`src/rtl/spi_flash_arbiter_if.sv`:
```
// Pin bundle between the flash arbiter, the MSS SPI_0 fabric signals, the
// fabric SPI master and the flash pads. The arbiter takes the slave modport.
interface spi_flash_arbiter_if;
  // MSS SPI_0 side
  logic       SPI_0_CLK_M2F;
  logic       SPI_0_DO_M2F;
  logic       SPI_0_SS0_M2F;
  logic       SPI_0_SS0_M2F_OE;
  logic       SPI_0_DI_F2M;
  // Fabric master side
  logic       FAB_REQ;
  logic       FAB_GNT;
  logic       FAB_SCK;
  logic       FAB_MOSI;
  logic       FAB_CS_N;
  logic       FAB_MISO;
  // Flash pads
  logic       FLASH_SCK;
  logic       FLASH_MOSI;
  logic       FLASH_CS_N;
  logic       FLASH_MISO;
  // Status
  logic [1:0] OWNER;
  logic       FAB_TIMEOUT;
  logic       MSS_COLLIDE;

  // Handshake: FAB_REQ is a level held by the fabric master for as long as it
  // wants the bus. FAB_GNT=1 means the fabric master owns the pins this cycle
  // and may drive FAB_CS_N low; it hands the bus back by sampling FAB_REQ=0
  // together with FAB_CS_N=1, and FAB_GNT falls after that edge.
  modport slave (
    input  SPI_0_CLK_M2F, SPI_0_DO_M2F, SPI_0_SS0_M2F, SPI_0_SS0_M2F_OE,
    input  FAB_REQ, FAB_SCK, FAB_MOSI, FAB_CS_N, FLASH_MISO,
    output SPI_0_DI_F2M, FAB_GNT, FAB_MISO,
    output FLASH_SCK, FLASH_MOSI, FLASH_CS_N,
    output OWNER, FAB_TIMEOUT, MSS_COLLIDE
  );

  modport master (
    output SPI_0_CLK_M2F, SPI_0_DO_M2F, SPI_0_SS0_M2F, SPI_0_SS0_M2F_OE,
    output FAB_REQ, FAB_SCK, FAB_MOSI, FAB_CS_N, FLASH_MISO,
    input  SPI_0_DI_F2M, FAB_GNT, FAB_MISO,
    input  FLASH_SCK, FLASH_MOSI, FLASH_CS_N,
    input  OWNER, FAB_TIMEOUT, MSS_COLLIDE
  );
endinterface

```
`src/rtl/spi_flash_arbiter.sv`:
```
// Shares the SPI flash pins between MSS SPI_0 (default owner) and a fabric master.
// Optional hold timeout with forced release is built when SPI_ARB_TIMEOUT_EN is defined.
module spi_flash_arbiter #(
  parameter int GUARD_CYCLES = 4,
  parameter int HOLD_TIMEOUT = 65535
) (
  input logic                CLK_BASE,
  input logic                FAB_RESET,
  spi_flash_arbiter_if.slave bus
);
  localparam int GW = $clog2(GUARD_CYCLES + 1);

  localparam logic [1:0] MSS_OWN = 2'b00;
  localparam logic [1:0] GUARD   = 2'b01;
  localparam logic [1:0] FAB_OWN = 2'b10;
  localparam logic [1:0] RELEASE = 2'b11;

  localparam logic [GW-1:0] GUARD_LAST = GW'(GUARD_CYCLES);
  localparam logic [GW-1:0] REL_LAST   = GW'(GUARD_CYCLES - 1);

  logic [1:0]    state, state_nx;
  logic [GW-1:0] guard_cnt, guard_cnt_nx;
  logic          gnt_q, collide_q, mss_active_q;
  logic          mss_active, fab_done, hold_done, armed;

  assign mss_active = bus.SPI_0_SS0_M2F_OE & ~bus.SPI_0_SS0_M2F;
  assign fab_done   = ~bus.FAB_REQ & bus.FAB_CS_N;

`ifdef SPI_ARB_TIMEOUT_EN
  localparam int HW = $clog2(HOLD_TIMEOUT);
  localparam logic [HW-1:0] HOLD_LAST = HW'(HOLD_TIMEOUT - 1);

  logic [HW-1:0] hold_cnt;
  logic          armed_q, timeout_q, forced;

  assign hold_done = (state == FAB_OWN) && (hold_cnt == HOLD_LAST);
  // A request already dropped on the timeout cycle counts as a normal release.
  assign forced    = hold_done & bus.FAB_REQ;

  always_ff @(posedge CLK_BASE) begin
    if (FAB_RESET) begin
      hold_cnt  <= '0;
      armed_q   <= 1'b1;
      timeout_q <= 1'b0;
    end else begin
      if (state == FAB_OWN && state_nx == FAB_OWN) hold_cnt <= hold_cnt + 1'b1;
      else                                         hold_cnt <= '0;
      if (forced)            armed_q <= 1'b0;
      else if (!bus.FAB_REQ) armed_q <= 1'b1;
      timeout_q <= forced;
    end
  end

  assign armed           = armed_q;
  assign bus.FAB_TIMEOUT = timeout_q;
`else
  assign hold_done       = 1'b0;
  assign armed           = 1'b1;
  assign bus.FAB_TIMEOUT = 1'b0;
`endif

  // The guard counter is zero on every state entry; GUARD and RELEASE count up from it.
  always_comb begin
    state_nx     = state;
    guard_cnt_nx = '0;
    case (state)
      MSS_OWN: begin
        if (bus.FAB_REQ && !mss_active && armed) state_nx = GUARD;
      end
      GUARD: begin
        if (mss_active || !bus.FAB_REQ)  state_nx = MSS_OWN;
        else if (guard_cnt == GUARD_LAST) state_nx = FAB_OWN;
        else                              guard_cnt_nx = guard_cnt + 1'b1;
      end
      FAB_OWN: begin
        if (fab_done || hold_done) state_nx = RELEASE;
      end
      default: begin
        if (guard_cnt == REL_LAST) state_nx = MSS_OWN;
        else                       guard_cnt_nx = guard_cnt + 1'b1;
      end
    endcase
  end

  always_ff @(posedge CLK_BASE) begin
    if (FAB_RESET) begin
      state        <= MSS_OWN;
      guard_cnt    <= '0;
      gnt_q        <= 1'b0;
      collide_q    <= 1'b0;
      mss_active_q <= 1'b0;
    end else begin
      state        <= state_nx;
      guard_cnt    <= guard_cnt_nx;
      gnt_q        <= (state_nx == FAB_OWN);
      mss_active_q <= mss_active;
      // state[1] covers FAB_OWN and RELEASE, where the MSS is locked out.
      collide_q    <= mss_active & ~mss_active_q & state[1];
    end
  end

  assign bus.OWNER       = state;
  assign bus.FAB_GNT     = gnt_q;
  assign bus.MSS_COLLIDE = collide_q;

  always_comb begin
    bus.FLASH_CS_N   = 1'b1;
    bus.FLASH_SCK    = 1'b0;
    bus.FLASH_MOSI   = 1'b0;
    bus.SPI_0_DI_F2M = 1'b1;
    bus.FAB_MISO     = 1'b0;
    case (state)
      MSS_OWN, GUARD: begin
        bus.FLASH_CS_N   = bus.SPI_0_SS0_M2F_OE ? bus.SPI_0_SS0_M2F : 1'b1;
        bus.FLASH_SCK    = bus.SPI_0_CLK_M2F;
        bus.FLASH_MOSI   = bus.SPI_0_DO_M2F;
        bus.SPI_0_DI_F2M = bus.FLASH_MISO;
      end
      FAB_OWN: begin
        bus.FLASH_CS_N = bus.FAB_CS_N;
        bus.FLASH_SCK  = bus.FAB_SCK;
        bus.FLASH_MOSI = bus.FAB_MOSI;
        bus.FAB_MISO   = bus.FLASH_MISO;
      end
      default: ;
    endcase
  end
endmodule

```
`src/flat_wrapper.sv`:
```
// flat-port wrapper written by rule: the top's interface ports become plain ports
module spi_flash_arbiter_flat 
#(
  parameter int GUARD_CYCLES = 4,
  parameter int HOLD_TIMEOUT = 65535
)
  (CLK_BASE, FAB_RESET, bus_SPI_0_CLK_M2F, bus_SPI_0_DO_M2F, bus_SPI_0_SS0_M2F, bus_SPI_0_SS0_M2F_OE, bus_FAB_REQ, bus_FAB_SCK, bus_FAB_MOSI, bus_FAB_CS_N, bus_FLASH_MISO, bus_SPI_0_DI_F2M, bus_FAB_GNT, bus_FAB_MISO, bus_FLASH_SCK, bus_FLASH_MOSI, bus_FLASH_CS_N, bus_OWNER, bus_FAB_TIMEOUT, bus_MSS_COLLIDE);
  spi_flash_arbiter_if bus_i ();
  input logic CLK_BASE;
  input logic FAB_RESET;
  input wire logic [$bits(bus_i.SPI_0_CLK_M2F)-1:0] bus_SPI_0_CLK_M2F;
  input wire logic [$bits(bus_i.SPI_0_DO_M2F)-1:0] bus_SPI_0_DO_M2F;
  input wire logic [$bits(bus_i.SPI_0_SS0_M2F)-1:0] bus_SPI_0_SS0_M2F;
  input wire logic [$bits(bus_i.SPI_0_SS0_M2F_OE)-1:0] bus_SPI_0_SS0_M2F_OE;
  input wire logic [$bits(bus_i.FAB_REQ)-1:0] bus_FAB_REQ;
  input wire logic [$bits(bus_i.FAB_SCK)-1:0] bus_FAB_SCK;
  input wire logic [$bits(bus_i.FAB_MOSI)-1:0] bus_FAB_MOSI;
  input wire logic [$bits(bus_i.FAB_CS_N)-1:0] bus_FAB_CS_N;
  input wire logic [$bits(bus_i.FLASH_MISO)-1:0] bus_FLASH_MISO;
  output wire logic [$bits(bus_i.SPI_0_DI_F2M)-1:0] bus_SPI_0_DI_F2M;
  output wire logic [$bits(bus_i.FAB_GNT)-1:0] bus_FAB_GNT;
  output wire logic [$bits(bus_i.FAB_MISO)-1:0] bus_FAB_MISO;
  output wire logic [$bits(bus_i.FLASH_SCK)-1:0] bus_FLASH_SCK;
  output wire logic [$bits(bus_i.FLASH_MOSI)-1:0] bus_FLASH_MOSI;
  output wire logic [$bits(bus_i.FLASH_CS_N)-1:0] bus_FLASH_CS_N;
  output wire logic [$bits(bus_i.OWNER)-1:0] bus_OWNER;
  output wire logic [$bits(bus_i.FAB_TIMEOUT)-1:0] bus_FAB_TIMEOUT;
  output wire logic [$bits(bus_i.MSS_COLLIDE)-1:0] bus_MSS_COLLIDE;
  assign bus_i.SPI_0_CLK_M2F = bus_SPI_0_CLK_M2F;
  assign bus_i.SPI_0_DO_M2F = bus_SPI_0_DO_M2F;
  assign bus_i.SPI_0_SS0_M2F = bus_SPI_0_SS0_M2F;
  assign bus_i.SPI_0_SS0_M2F_OE = bus_SPI_0_SS0_M2F_OE;
  assign bus_i.FAB_REQ = bus_FAB_REQ;
  assign bus_i.FAB_SCK = bus_FAB_SCK;
  assign bus_i.FAB_MOSI = bus_FAB_MOSI;
  assign bus_i.FAB_CS_N = bus_FAB_CS_N;
  assign bus_i.FLASH_MISO = bus_FLASH_MISO;
  assign bus_SPI_0_DI_F2M = bus_i.SPI_0_DI_F2M;
  assign bus_FAB_GNT = bus_i.FAB_GNT;
  assign bus_FAB_MISO = bus_i.FAB_MISO;
  assign bus_FLASH_SCK = bus_i.FLASH_SCK;
  assign bus_FLASH_MOSI = bus_i.FLASH_MOSI;
  assign bus_FLASH_CS_N = bus_i.FLASH_CS_N;
  assign bus_OWNER = bus_i.OWNER;
  assign bus_FAB_TIMEOUT = bus_i.FAB_TIMEOUT;
  assign bus_MSS_COLLIDE = bus_i.MSS_COLLIDE;
  spi_flash_arbiter #(.GUARD_CYCLES(GUARD_CYCLES), .HOLD_TIMEOUT(HOLD_TIMEOUT)) u_core (.CLK_BASE(CLK_BASE), .FAB_RESET(FAB_RESET), .bus(bus_i));
endmodule
```
`config.mk`:
```
export PLATFORM = sky130hd
export DESIGN_NAME = spi_flash_arbiter_flat
export DESIGN_NICKNAME = d
export VERILOG_FILES = /design/src/rtl/spi_flash_arbiter_if.sv /design/src/rtl/spi_flash_arbiter.sv /design/src/flat_wrapper.sv
export SDC_FILE = /design/constraint.sdc
export NUM_CORES = 1
export LEC_CHECK = 0
export CORE_AREA = 2 2 39 41
export CTS_CLUSTER_DIAMETER = 40
export DETAILED_ROUTE_END_ITERATION = 7
export DIE_AREA = 0 0 41 43
export PLACE_DENSITY = 0.67
export SYNTH_ARGS = -nofsm -noshare
export SYNTH_HDL_FRONTEND = slang
export SYNTH_SLANG_ARGS = --single-unit
```
`constraint.sdc`:
```
create_clock -name CLK_BASE -period 3.1 [get_ports CLK_BASE]
set_input_delay 0.465 -clock CLK_BASE [delete_from_list [all_inputs] [get_ports CLK_BASE]]
set_output_delay 0.465 -clock CLK_BASE [all_outputs]
set_load 0.005 [all_outputs]
```
# After elaboration in Yosys (flattened, before gate mapping)
# Cells that the tools add are included.
[totals] reg_bits=8 in_bits=11 out_inout_bits=10 word_cells=41
[op_classes] add_sub_neg=1 eq_ne=5 mux=16 bitwise=7 reduce_logical=7
[ops] op="$mux W2" n=5
[ops] op="$mux W3" n=3
[ops] op="$pmux W1 S2" n=3
[ops] op="$pmux W2 S3" n=1
[ops] op="$pmux W3 S2" n=1
[ops] op="$and A1 B1 Y1" n=4
[ops] op="$eq A2 B2 Y1 const B" n=2
[ops] op="$reduce_or A2 Y1" n=2
[ops] op="$add A3 B1 Y3 const B" n=1
[ops] op="$eq A3 B2 Y1 const B" n=1
[ops] op="$eq A3 B3 Y1 const B" n=1
[ops] op="$mux W1" n=3
[ops] op="$not A1 Y1" n=3
[ops] op="$eq A2 B1 Y1 const B" n=1
[ops] op="$logic_not A1 Y1" n=2
[ops] op="$logic_not A2 Y1" n=1
[ops] op="$logic_and A1 B1 Y1" n=1
[ops] op="$logic_or A1 B1 Y1" n=1

# Longest topological paths before layout
[depth] ltp_word=7 mapped_depth=5 ltp_nobuf=5

# Worst setup path after synthesis
# Ideal clock, no wire load.
[synth_path] path_kind="register -> output" start="register u_core.state[1] (netlist: u_core.bus.OWNER[1])" end="output bus_FLASH_MOSI" t_arrival_ns=0.828 t_required_ns=2.635 slack_ns=1.807 stages_incl_launch_ff=4 path_buffers=0 path_cell_list="dfxtp_1 -> inv_2 -> nor2_1 -> a22o_2"
[synth_between] elab_chain_cells=3 word_cells_on_any_way=5 cone_classes="2 x eq/ne; 1 x mux; 2 x reduce/logical"
[synth_rtl] item="start: declaration" line_no="spi_flash_arbiter.sv:21" text="logic [1:0] state, state_nx;"
[synth_rtl] item="start signal: assignment" line_no="spi_flash_arbiter.sv:93" text="state <= state_nx;"
[synth_rtl] item="$eq A2 B1 Y1 / $logic_not A2 Y1 (equally long branches)" line_no="spi_flash_arbiter.sv:112" text="case (state)"
[synth_rtl] item="$reduce_or A2 Y1" line_no="spi_flash_arbiter.sv:112"
[synth_rtl] item="$pmux W1 S2 (*)" line_no="spi_flash_arbiter.sv:112"
[synth_rtl] item="end: declaration" line_no="flat_wrapper.sv:24" text="output wire logic [$bits(bus_i.FLASH_MOSI)-1:0] bus_FLASH_MOSI;"
# Mark *: on every way between the ends. The rest lies on a longest branch, timed or not.

# Final worst setup path
[layout_path] start="input bus_SPI_0_SS0_M2F" end="output bus_FLASH_CS_N"
[layout_between] elab_chain_cells=2
[layout_rtl] item="start: declaration" line_no="flat_wrapper.sv:13" text="input wire logic [$bits(bus_i.SPI_0_SS0_M2F)-1:0] bus_SPI_0_SS0_M2F;"
[layout_rtl] item="$mux W1" line_no="spi_flash_arbiter.sv:114" text="bus.FLASH_CS_N = bus.SPI_0_SS0_M2F_OE ? bus.SPI_0_SS0_M2F : 1'b1;"
[layout_rtl] item="$pmux W1 S2" line_no="spi_flash_arbiter.sv:112"
[layout_rtl] item="end: declaration" line_no="flat_wrapper.sv:25" text="output wire logic [$bits(bus_i.FLASH_CS_N)-1:0] bus_FLASH_CS_N;"
# Every way passes these cells.

==> results by group <==
Finish
  • ANT cells: 0
  • # fillers: 140
  • Layout cell share with drive strength beyond 1: 12.9%
  • Final Core Density: 47.2%
  • Nets: 87
  • Non-Filler Instances: 86
  • FF/Latch Area: 160 um^2
  • Area Growth Syn to Fin: 52.6%
  • Cell area after layout: ~650 um^2
  • Combined area of the multi-input logic cells: 238 um^2
  • Commonest non-fill, non-tap cell in the layout: clkdlybuf4s50_1
  • Most frequent cells in the layout: clkdlybuf4s50_1, dfxtp_1, inv_1, nor2_1

Setup path
  • Startpoint Class: input pin
  • Slowest CP cell: clkdlybuf4s50_1
  • Crit Path Max Fanout: 5
  • Worst Path Buf+Inv: 2
  • Crit path arrival time: 1.73 ns
  • Slowest cell delay on critical path: 0.51 ns
  • Kind of critical path: input pin to output port
  • Crit-path leading delay family: buffers and inverters
  • CP Capture Type: output port
  • Critical Path RT: 2.63 ns
  • Cell mode on critical path: clkdlybuf4s50_1
  • Worst path cell trace: clkdlybuf4s50_1 -> nand2b_4 -> nor2_1 -> a21oi_1 -> clkdlybuf4s50_1

Clock network
  • Reg clk slew, reported paths: 0.05 ns
  • Clock Latency Late Sink: 0.26 ns
  • Post-CTS setup buffer count: 0
  • CTS root buffer: clkbuf_4
  • H-tree levels: 1
  • Post-CTS sizing: 0
  • CTS tree: done
  • Clk buf depth: 2
  • Inserted Clock Buffers: 3
  • CTS Hold Bufs: 0
  • Clock Sinks: 8

Floorplanning
  • Core ar.: 1380 um^2
  • Top Ports: 21
  • Full die area: 1760 um^2
  • Row count: 14
  • Die X: 41 um
  • Die height: 43 um
  • Starting Density: 30.9%

Route
  • Total wire length: approximately 950 um
  • WL/cell: ~11 um
  • Initial drt markers: 4
  • Via count: 405
  • DR DRC count: 0
  • DRT Pass-1 Iters: 2
  • Vias per cell: 4.71
  • DRT antenna net count: 0

Timing
  • Hold slack: 0.402 ns
  • Max Freq: 0.457 GHz
  • Setup_tns: 0 ns
  • Final setup viols: 0
  • Layout Skew: 0.00560 ns
  • Min cycle time layout: 2.19 ns
  • RSZ-0062 raised after global routing: false
  • Max-slew violations: 0
  • Worst setup margin: 0.910 ns
  • Final hold vios: 0
  • Final period util: 70.7%

Logic synthesis
  • Seq cells post-synth: 8
  • Top-area cell type share of the netlist area: 37.4%
  • Number of synthesized flops with an enable pin: 0
  • Synthesized Nets: 64
  • Syn. warnings: 0
  • Synth cell types: 24
  • Predominant post-synthesis flop cell: dfxtp_1
  • Synth Instances: 49
  • Synth top area cells: dfxtp_1, ha_1, a21oi_1, a22o_2, inv_1
  • Netlist Area Pre-Place: 428 um^2
  • Yosys top cell by area: dfxtp_1
  • Seq/Total Area, Yosys: a little under two fifths
  • Synthesized area per cell: just under 9 um^2
  • Async S/R FF share, synth: 0%

Placement
  • Pre-CTS setup slack: 0.907 ns
  • DP Cell Count: between 80 and 90
  • I/O Buffers: 19
  • DP Area: 631 um^2
  • Gp weighted congestion: 0.836

Global routing
  • First-pass GRT wire length: about 1500 um
  • Largest net degree at the start of global routing: 10
  • Initial antenna violation count: 0
  • Vias in the first global route: between 300 and 400
  • GR Util All Layers: 13.3%
  • Final global-route overflow total: 0

Status
  • Status: complete, no violations

Pwr
  • Lkg Pwr: 0.266 nW
  • PnR Total Power: 220 uW
  • VDD IR-drop max: about 0.00020 V
  • Power density over the cells: between 300 and 400 nW/um^2

Job
  • Max cap viols: 0

Worst hold path
  • Hold Crit Class: flop to flop
==> worst reg2reg max path: stages, from the launching register on <==
cell      delay [ns]
dfxtp_1         0.32
ha_1            0.22
ha_1            0.20
a211oi_1        0.25
a41o_1          0.14
and3b_1         0.15
==> where the power goes <==
part,internal (mW),leakage (nW),switching [mW]
Sequential,0.105,0.0648,0.00232
Combinational,0.0234,0.188,0.0105
Clock,0.0442,0.0138,0.0348
Total,0.172,0.266,0.0477
==> synth_stat cells (2+ instances only) <==
| master | n |
|---|---|
| a22o_2 | 2 |
| a21oi_1 | 4 |
| ha_1 | 4 |
| dfxtp_1 | 8 |
| nand2_1 | 3 |
| nor3_1 | 2 |
| nor2_1 | 5 |
| inv_1 | 5 |
==> cell families after synthesis <==
logic type                 after synthesis  share of synthesized area [%]
other                                    1                          0.876
adders and majority gates                4                           11.7
and+or+nand+nor                         19                           26.3
AOI/OAI and AO/OA                       10                           16.7
DFF                                      8                           37.4
buffers and inverters                    7                           7.02
==> worst paths after layout <==
path | to | depth (start not counted) | startpoint | slack (ns)
hold / removal | u_core.bus.MSS_COLLIDE | 1 | u_core.mss_active_q | 0.40
setup reg to reg | u_core.bus.FAB_GNT | 5 | u_core.guard_cnt[0] | 1.76
hold reg to reg | u_core.bus.MSS_COLLIDE | 1 | u_core.mss_active_q | 0.40
setup / recovery | bus_FLASH_CS_N | 5 | bus_SPI_0_SS0_M2F | 0.91
==> registers in the layout, summed over array words and instances (netlist names) <==
signal,count
u_core.guard_cnt,3
u_core.bus.OWNER,2
u_core.bus.FAB_GNT,1
u_core.bus.MSS_COLLIDE,1
u_core.mss_active_q,1
==> layout make-up <==
class | instances | share of cell area, %
Tap cell | 16 | 3.07
Sequential cell | 8 | 24.5
Multi-Input combinational cell | 34 | 36.4
Inverter | 6 | 3.45
Timing Repair Buffer | 19 | 29.1
Clock buffer | 3 | 3.45
==> per-layer routing <==
metal	up-vias	share of wire [%]	track usage, %
li1	214	-	-
met1	168	42	15.2
met2	19	41	17.8
met3	4	14	8.38
met4	0	2.9	8.00
met5	-	0	0
No activity file was read; power rests on OpenSTA's default activity.
